<file path="config.mk">
export PLATFORM = sky130hd
export DESIGN_NAME = dpwm_gen
export DESIGN_NICKNAME = d
export VERILOG_FILES = /design/src/rtl/dpwm_gen.sv
export SDC_FILE = /design/constraint.sdc
export NUM_CORES = 1
export LEC_CHECK = 0
export CELL_PAD_IN_SITES_DETAIL_PLACEMENT = 2
export CELL_PAD_IN_SITES_GLOBAL_PLACEMENT = 2
export CORE_MARGIN = 2
export CORE_UTILIZATION = 28
export DETAILED_ROUTE_END_ITERATION = 10
export PLACE_DENSITY = 0.74
export SYNTH_ARGS = -nofsm -noshare
export SYNTH_HDL_FRONTEND = slang
export SYNTH_SLANG_ARGS = --single-unit
</file>
<file path="constraint.sdc">
create_clock -name clkm -period 4.9 [get_ports clkm]
set_input_delay 0.98 -clock clkm [delete_from_list [all_inputs] [get_ports clkm]]
set_output_delay 0.98 -clock clkm [all_outputs]
set_load 0.02 [all_outputs]
</file>
<file path="src/rtl/dpwm_gen.sv">
// dpwm_gen: counter-comparator digital PWM generator with clock prescaler.
//
// This block consumes the 3-bit duty code from the up/down duty counter and drives the
// PWM pin/LED driver. A prescaler divides clkm into ticks. A phase counter steps once per
// tick through 2^DUTY_W phases. The output is high while phase < duty_active. duty_in is
// shadow-latched only at period boundaries, so a duty step never truncates or glitches a pulse.
//
// Ports:
//   clkm         - system clock; all state changes on its rising edge
//   reset        - asynchronous, active-high; clears all state
//   en           - run enable, sampled on clkm
//   duty_in      - requested duty code (high ticks out of 2^DUTY_W)
//   pwm_out      - registered PWM waveform
//   period_start - one-clkm pulse on the first cycle of phase 0
//   duty_active  - duty code currently in force (shadow register)
module dpwm_gen #(
    parameter int unsigned DUTY_W    = 3,
    parameter int unsigned PRESC_DIV = 4,
    parameter int unsigned PRESC_W   = 8
) (
    input  logic              clkm,
    input  logic              reset,
    input  logic              en,
    input  logic [DUTY_W-1:0] duty_in,
    output logic              pwm_out,
    output logic              period_start,
    output logic [DUTY_W-1:0] duty_active
);

    localparam logic StIdle = 1'b0;
    localparam logic StRun  = 1'b1;

    localparam logic [PRESC_W-1:0] PrescLast = PRESC_W'(PRESC_DIV - 1);
    localparam logic [DUTY_W-1:0]  PhaseLast = {DUTY_W{1'b1}};

    logic               state_q, state_d;
    logic [PRESC_W-1:0] presc_q, presc_d;
    logic [DUTY_W-1:0]  phase_q, phase_d;
    logic [DUTY_W-1:0]  duty_q, duty_d;
    logic               pwm_q, pwm_d;
    logic               pstart_q, pstart_d;
    logic               tick;

    assign tick = (presc_q == PrescLast);

    always_comb begin
        state_d  = state_q;
        presc_d  = '0;
        phase_d  = '0;
        duty_d   = duty_q;
        pstart_d = 1'b0;

        case (state_q)
            StIdle: begin
                // Starting always opens a fresh period with the requested duty.
                if (en) begin
                    state_d  = StRun;
                    duty_d   = duty_in;
                    pstart_d = 1'b1;
                end
            end
            StRun: begin
                // Dropping en abandons the period at once, even on a boundary edge.
                if (!en) begin
                    state_d = StIdle;
                end else begin
                    presc_d = tick ? '0 : presc_q + 1'b1;
                    phase_d = phase_q;
                    if (tick) begin
                        phase_d = phase_q + 1'b1;  // wraps to 0 after the last phase
                        if (phase_q == PhaseLast) begin
                            duty_d   = duty_in;
                            pstart_d = 1'b1;
                        end
                    end
                end
            end
            default: begin
                state_d = StIdle;
            end
        endcase

        // Compare against next-state values so pwm_out is registered yet in step with phase.
        pwm_d = (state_d == StRun) && (phase_d < duty_d);
    end

    always_ff @(posedge clkm or posedge reset) begin
        if (reset) begin
            state_q  <= StIdle;
            presc_q  <= '0;
            phase_q  <= '0;
            duty_q   <= '0;
            pwm_q    <= 1'b0;
            pstart_q <= 1'b0;
        end else begin
            state_q  <= state_d;
            presc_q  <= presc_d;
            phase_q  <= phase_d;
            duty_q   <= duty_d;
            pwm_q    <= pwm_d;
            pstart_q <= pstart_d;
        end
    end

    assign pwm_out      = pwm_q;
    assign period_start = pstart_q;
    assign duty_active  = duty_q;

endmodule

</file>
==> results of run 1 <==
## Yosys cell counts
master / n
nand2_1: 3
nor3b_1: 1
inv_1: 3
nor3b_2: 1
a31o_1: 1
mux2i_1: 2
or4_1: 1
nand2_2: 1
or2_2: 1
nor2_1: 10
xnor2_1: 2
a21boi_4: 1
ha_1: 5
a21oi_1: 5
and3_1: 2
mux2_1: 2
a2111oi_2: 1
nand3_1: 9
nor2b_1: 1
or3b_2: 1
dfrtp_1: 17
nand3b_1: 1
xor2_1: 4
nand2b_1: 2
nor4_4: 1
nor4_1: 1
nor3_1: 1
## layout make-up
class / instances / area share [%]
clock buffers: 4 / 2.518
inverters: 3 / 1.079
multi-input cells: 60 / 42.09
flip-flops and latches: 17 / 40.77
well taps: 33 / 3.957
repair buffers: 10 / 9.592
## stage by stage
stage	setup slack, ps	area [um2]	utilization (%)	cells	hold WS (ps)
6_report	2153	1044	34.75	127	475.8
5_1_grt	2033	1044	34.75	127	511.3
4_1_cts	2147	1044	34.75	127	478.6
3_5_place_dp	1885	1017	33.88	123	464.3
3_3_place_gp	1985	1017	33.88	123	442.8
2_1_floorplan	2654	875.8	-	80	425.1
## where the power goes
| group | total (W) | internal, W | switching, W |
|---|---|---|---|
| Clock | 0.0000764 | 0.0000316 | 0.0000448 |
| Combinational | 0.0000424 | 0.0000206 | 0.0000218 |
| Sequential | 0.000151 | 0.000146 | 0.00000498 |
| Total | 0.000270 | 0.000199 | 0.0000716 |
## cell families after synthesis
group / share of synthesized area [%]
AND/OR/NAND/NOR: 24.43
flip-flops: 48.57
AO/OA/AOI/OAI: 7.714
XOR/XNOR: 6.000
adder cells (fa/ha/maj): 7.143
multiplexers: 4.857
buffers and inverters: 1.286
## worst max-delay path by stage
stage                    startpoint                end  slack [ps]  cells after the start
5_1_grt                          en  pwm_out$_DFF_PP0_        2030                      7
2_1_floorplan  presc_q[0]$_DFF_PP0_  pwm_out$_DFF_PP0_        2650                      9
3_3_place_gp                     en  pwm_out$_DFF_PP0_        1990                      7
6_report                         en  pwm_out$_DFF_PP0_        2150                      7
4_1_cts                          en  pwm_out$_DFF_PP0_        2150                      7
3_5_place_dp                     en  pwm_out$_DFF_PP0_        1880                      7
## registers in the layout, summed over array words and instances, names as in the netlist
signal,count
presc_q,8
duty_active,3
phase_q,3
period_start,1
pwm_out,1
state_q,1
## layer usage
metal	part of all wire [%]	wire length (um)	GRT usage, %	vias to the layer above
li1	-	-	-	311
met2	48	988	21.43	9
met3	2.5	51	2.597	2
met1	49	1010	19.19	334
met4	1.0	21	5.714	0
met5	0	0	0	-
## worst max-delay path, delay by kind of cell
kind,cells,cell delay [ps]
multiplexers,1,230
AND/OR/NAND/NOR,1,270
buffers and inverters,1,650
AO/OA/AOI/OAI,3,600
adder cells (fa/ha/maj),1,250
==> summary.md, run 1 <==
| Metric | Value |
|---|---|
| H-tree levels | `1` |
| Via density | `just over 5` |
| WS Path Type | `input pin to register` |
| Remaining DRCs | `0` |
| Root Driver | `clkbuf_4` |
| Setup TNS | `0 ps` |
| Largest net degree at the start of global routing | `18` |
| P_leak | `between 0.4 and 0.5 nW` |
| Vias in the first global route | `between 700 and 800` |
| Row count | `20` |
| Final Hold Fails | `0` |
| Worst-Skew Late Latency | `between 200 and 300 ps` |
| Synth Register Bits | `17` |
| 1st-pass router iterations | `4` |
| Outcome | `finished clean` |
| Synth Cell Area | `875.8 um2` |
| Vias after detailed routing | `about 660` |
| Initial DRC Count | `17` |
| Post-synthesis net count | `around 90` |
| Max Fclk | `~360 MHz` |
| Clk buf depth | `2` |
| Share of cells above drive strength 1 | `a little over a tenth` |
| RR Endpoint | `pwm_out$_DFF_PP0_` |
| Starting Density | `~30%` |
| Port Buffers | `10` |
| Max IR drop VDD | `between 80 and 90 uV` |
| Yosys warns | `0` |
| Hold Crit Start | `presc_q[0]$_DFF_PP0_` |
| Post-CTS setup repair buffer count | `0` |
| Reg-to-Reg Start | `presc_q[0]$_DFF_PP0_` |
| CTS Buf Count | `3` |
| # clock sinks | `17` |
| Nets | `about 110` |
| Rel. slew slack | `between 50% and 60%` |
| Area grow syn2layout | `19.14%` |
| Avg Cell Area, Syn | `10.95 um2` |
| WP data required | `5130 ps` |
| Unrepaired setup endpoints after global routing | `false` |
| Area of the multi-input gates | `439.2 um2` |
| Core Region | `about 3000 um2` |
| Arr. time, crit path | `2980 ps` |
| Io pins | `11` |
| Min cycle time layout | `between 2000 and 3000 ps` |
| Min-delay worst type | `register to register` |
| Post-synth top area cell | `dfrtp_1` |
| Max-capacitance violation count | `0` |
| Full die area | `roughly 3600 um2` |
| Pwr dens | `roughly 260 nW/um2` |
| Register area | `425.4 um2` |
| Slew Limit Fails | `0` |
| Reg-to-reg slack, setup | `~2300 ps` |
| Die height | `approximately 60 um` |
| Die width | `59.93 um` |
| Post-synthesis sequential area ratio | `between 40 and 50%` |
| Synth Instances | `80` |
| Most common cell after layout, fill and taps aside | `dfrtp_1` |
| Final clock skew | `~3.1 ps` |
| Yosys cell types | `27` |
| Hold EP | `presc_q[0]$_DFF_PP0_` |
| CP cell instances | `clkdlybuf4s50_1 -> a21boi_4 -> mux2i_1 -> ha_1 -> or2_2 -> a21oi_1 -> a31o_1` |
| Tot Pwr | `0.0002701 W` |
| Tot GR Track Use | `13.95%` |
| Avg WL per Cell | `16.31 um` |
| N_diodes | `0` |
| R2R cell count | `9` |
| First-pass GRT wire length | `3615 um` |
| Worst hold stages | `1` |
| Placer Congestion | `around 0.77` |
| Post-DRT Antenna Nets | `0` |
| CP max-delay cell | `clkdlybuf4s50_1` |
| Gr ovfl total | `0` |
| # fillers | `about 340` |
| Hold-fix buffers, CTS | `0` |
| Final wirelength | `2072 um` |
| Worst Setup Start Kind | `input pin` |
| CTS clk-pin slew, worst paths | `100 ps` |
| CP Capture Type | `register` |
| Crit-path max cell delay | `650 ps` |
| CTS tree | `done` |
| Final setup violation count | `0` |
| Antenna violations before repair | `0` |
| Worst Max-Slew Pin Slew | `roughly 670 ps` |
| Top post-synthesis cells by area | `dfrtp_1, ha_1, nand3_1` |
| CP max FO | `9` |
| Hpwl dp | `between 1500 and 2000 um` |
| Yosys top cell area share | `between 40% and 50%` |
| Period utilization | `about 56%` |
| Post-CTS sizing | `0` |
| Most frequent cells in the layout | `dfrtp_1, nor2_1, clkdlybuf4s50_1` |
Power figures use the tool's default switching activity.
==> run 2, diff against run 1 <==
==> constraint.sdc (replaced) <==
create_clock -name clkm -period 2.7 [get_ports clkm]
set_input_delay 0.54 -clock clkm [delete_from_list [all_inputs] [get_ports clkm]]
set_output_delay 0.54 -clock clkm [all_outputs]
set_load 0.02 [all_outputs]
==> run 2 against run 1 <==
Compared with the run above:
- global-route usage shrank 0.71 points
- first-iteration DRC count shrank 12%
- via count grew 0.15%
- sequential power grew 81%
- non-clock buffer count grew 2
- routed wire length shrank 4.2%
- sequential share of layout area shrank 0.58 points
- die area is the same
- clock power grew 85%
- count of clock-buffer cells in the layout is the same
- largest cell class unchanged
==> summary.md, run 2 (synthesized netlist as in run 1, its figures left out) <==
| Metric | Value |
|---|---|
| CTS tree | `done (unchanged)` |
| Flop pwr share | `55.6% (was 56.0%)` |
| P_leak | `0.4834 nW (was 0.4731 nW)` |
| Max IR drop VDD | `221.7 uV (was 84.28 uV)` |
| CTS clk-pin slew, worst paths | `110 ps (was 100 ps)` |
| Largest Register | `presc_q (unchanged)` |
| Final clock skew | `13.31 ps (was 3.144 ps)` |
| Avg WL per Cell | `15.38 um (was 16.31 um)` |
| First-pass GRT wire length | `3484 um (was 3615 um)` |
| Gate power share | `15.7% (about the same)` |
| Post-CTS setup repair buffer count | `0 (unchanged)` |
| Worst hold stages | `1 (unchanged)` |
| Post-DRT Antenna Nets | `0 (unchanged)` |
| Crit-path max cell delay | `450 ps (was 650 ps)` |
| Min-delay worst type | `register to register (unchanged)` |
| Rel. slew slack | `53.72% (was 55.36%)` |
| Max Fclk | `roughly 420 MHz` |
| Core Region | `3003 um2 (unchanged)` |
| Starting Density | `29.17% (unchanged)` |
| Worst path top cell family by delay | `simple AND/OR/NAND/NOR gates (was buffers and inverters)` |
| CP cell instances | `nor4_4 -> nand3_1 -> a21boi_4 -> mux2i_1 -> ha_1 -> or2_2 -> a21oi_1 -> a31o_1 (was clkdlybuf4s50_1 -> a21boi_4 -> mux2i_1 -> ha_1 -> or2_2 -> a21oi_1 -> a31o_1)` |
| Worst Setup Start Kind | `register (was input pin)` |
| Most common cell after layout, fill and taps aside | `dfrtp_1 (unchanged)` |
| CP Capture Type | `register (unchanged)` |
| Pwr dens | `465.4 nW/um2 (was 258.9 nW/um2)` |
| Hpwl dp | `1571 um (was 1596 um)` |
| Setup TNS | `0 ps (unchanged)` |
| Hold-fix buffers, CTS | `0 (unchanged)` |
| Final wirelength | `1984 um (was 2072 um)` |
| Switching Share | `26.66% (was 26.51%)` |
| Final Hold Fails | `0 (unchanged)` |
| Full die area | `3592 um2 (unchanged)` |
| Placer Congestion | `0.7147 (was 0.7738)` |
| Die height | `59.93 um (unchanged)` |
| Design Area, Final | `1059 um2 (was 1044 um2)` |
| Initial DRC Count | `15 (was 17)` |
| Vias after detailed routing | `657 (was 656)` |
| # clock sinks | `17 (unchanged)` |
| Worst path depth | `8 (was 7)` |
| Post-CTS sizing | `0 (unchanged)` |
| R2R cell count | `8 (was 9)` |
| Row count | `20 (unchanged)` |
| Largest net degree at the start of global routing | `18 (unchanged)` |
| WP data required | `2950 ps (was 5130 ps)` |
| Port Buffers | `10 (unchanged)` |
| Via density | `5.093 (was 5.165)` |
| CP max FO | `5 (was 9)` |
| Max-capacitance violation count | `0 (unchanged)` |
| Unrepaired setup endpoints after global routing | `false (unchanged)` |
| Gr ovfl total | `0 (unchanged)` |
| Outcome | `finished clean (unchanged)` |
| Clock Power Share | `28.7% (was 28.3%)` |
| Arr. time, crit path | `2610 ps (was 2980 ps)` |
| Worst-Skew Late Latency | `300 ps (was 290 ps)` |
| Bufs and invs on worst path | `0 (was 1)` |
| Worst Max-Slew Pin Slew | `693.4 ps (was 668.9 ps)` |
| Final setup violation count | `0 (unchanged)` |
| Area grow syn2layout | `20.86% (was 19.14%)` |
| WS Path Type | `register to register (was input pin to register)` |
| Share of cells above drive strength 1 | `12.50% (was 10.64%)` |
| Flip-flop count of the largest register after layout | `8 (unchanged)` |
| Internal | `0.0003613 W (was 0.0001985 W)` |
| Root Driver | `clkbuf_4 (unchanged)` |
| Remaining DRCs | `0 (unchanged)` |
| Period utilization | `87.53%` |
| 1st-pass router iterations | `2 (was 4)` |
| Slew Limit Fails | `0 (unchanged)` |
| Vias in the first global route | `716 (was 729)` |
| Antenna violations before repair | `0 (unchanged)` |
| H-tree levels | `1 (unchanged)` |
| N_diodes | `0 (unchanged)` |
| Die width | `59.93 um (unchanged)` |
| Io pins | `11 (unchanged)` |
| CTS Buf Count | `3 (unchanged)` |
| Most frequent cells in the layout | `dfrtp_1, nor2_1, clkdlybuf4s50_1 (unchanged)` |
| Clk buf depth | `2 (unchanged)` |
| CP max-delay cell | `dfrtp_1 (was clkdlybuf4s50_1)` |
| Min cycle time layout | `2363 ps` |
| Nets | `108 (was 106)` |
| Net load switching power | `0.0001314 W (was 0.00007159 W)` |
| Cell Area, Placed | `1032 um2 (was 1017 um2)` |
| Tot GR Track Use | `13.25% (was 13.95%)` |
==> run 2: cell count changes in the layout (fill, tap and decap cells not counted), sizes merged <==
cell	delta
buf	+2
==> run 2: metal layers <==
| layer | wire length, um | track usage, % |
|---|---|---|
| met1 | 958 | 18.30 |
| met2 | 945 | 20.50 |
| met3 | 33 | 1.299 |
| met4 | 45 | 6.667 |
| met5 | 0 | 0 |
==> run 2: worst register-to-register path, cell delays in order, from the launching register on <==
cell	delay (ps)
dfrtp_1	450
nor4_4	420
nand3_1	190
a21boi_4	270
mux2i_1	210
ha_1	240
or2_2	270
a21oi_1	160
a31o_1	110
==> run 2: cell type report <==
class | count | area (um2)
Sequential cell | 17 | 425.4
Multi-Input combinational cell | 60 | 439.2
Tap cell | 33 | 41.29
Clock buffer | 4 | 26.28
Fill cell | 342 | 1944
Inverter | 3 | 11.26
Timing Repair Buffer | 12 | 115.1
==> run 2: path summary, 6_finish.rpt <==
path | from | endpoint | slack [ps]
hold / removal | presc_q[0]$_DFF_PP0_ | presc_q[0]$_DFF_PP0_ | 450
min in group asynchronous | reset | duty_active[0]$_DFF_PP0_ | 640
setup / recovery | presc_q[4]$_DFF_PP0_ | pwm_out$_DFF_PP0_ | 340
max in group asynchronous | reset | presc_q[6]$_DFF_PP0_ | 1610
setup reg to reg | presc_q[4]$_DFF_PP0_ | pwm_out$_DFF_PP0_ | 340
hold reg to reg | presc_q[0]$_DFF_PP0_ | presc_q[0]$_DFF_PP0_ | 450
==> run 2: power by group through the flow <==
| stage | sequential (W) | clock, W | combinational (W) |
|---|---|---|---|
| final | 0.000274 | 0.000141 | 0.0000776 |
| after floorplan | 0.000289 | 0 | 0.0000295 |
| after global placement | 0.000278 | 0 | 0.0000774 |
| after detailed placement | 0.000279 | 0 | 0.0000789 |
| after global routing | 0.000276 | 0.000160 | 0.0000845 |
| after CTS | 0.000274 | 0.000152 | 0.0000793 |
==> run 2: metrics by stage <==
| stage | utilization (%) | hold WS (ps) | power [W] | std cells | setup WS [ps] |
|---|---|---|---|---|---|
| after floorplan | - | 425.1 | 0.0003184 | 80 | 454.2 |
| after global placement | 34.38 | 440.2 | 0.0003558 | 125 | 315.0 |
| after detailed placement | 34.38 | 449.9 | 0.0003579 | 125 | 279.8 |
| after CTS | 35.25 | 464.2 | 0.0005054 | 129 | 313.5 |
| after global routing | 35.25 | 484.7 | 0.0005208 | 129 | 171.8 |
| final | 35.25 | 454.8 | 0.0004927 | 129 | 336.6 |
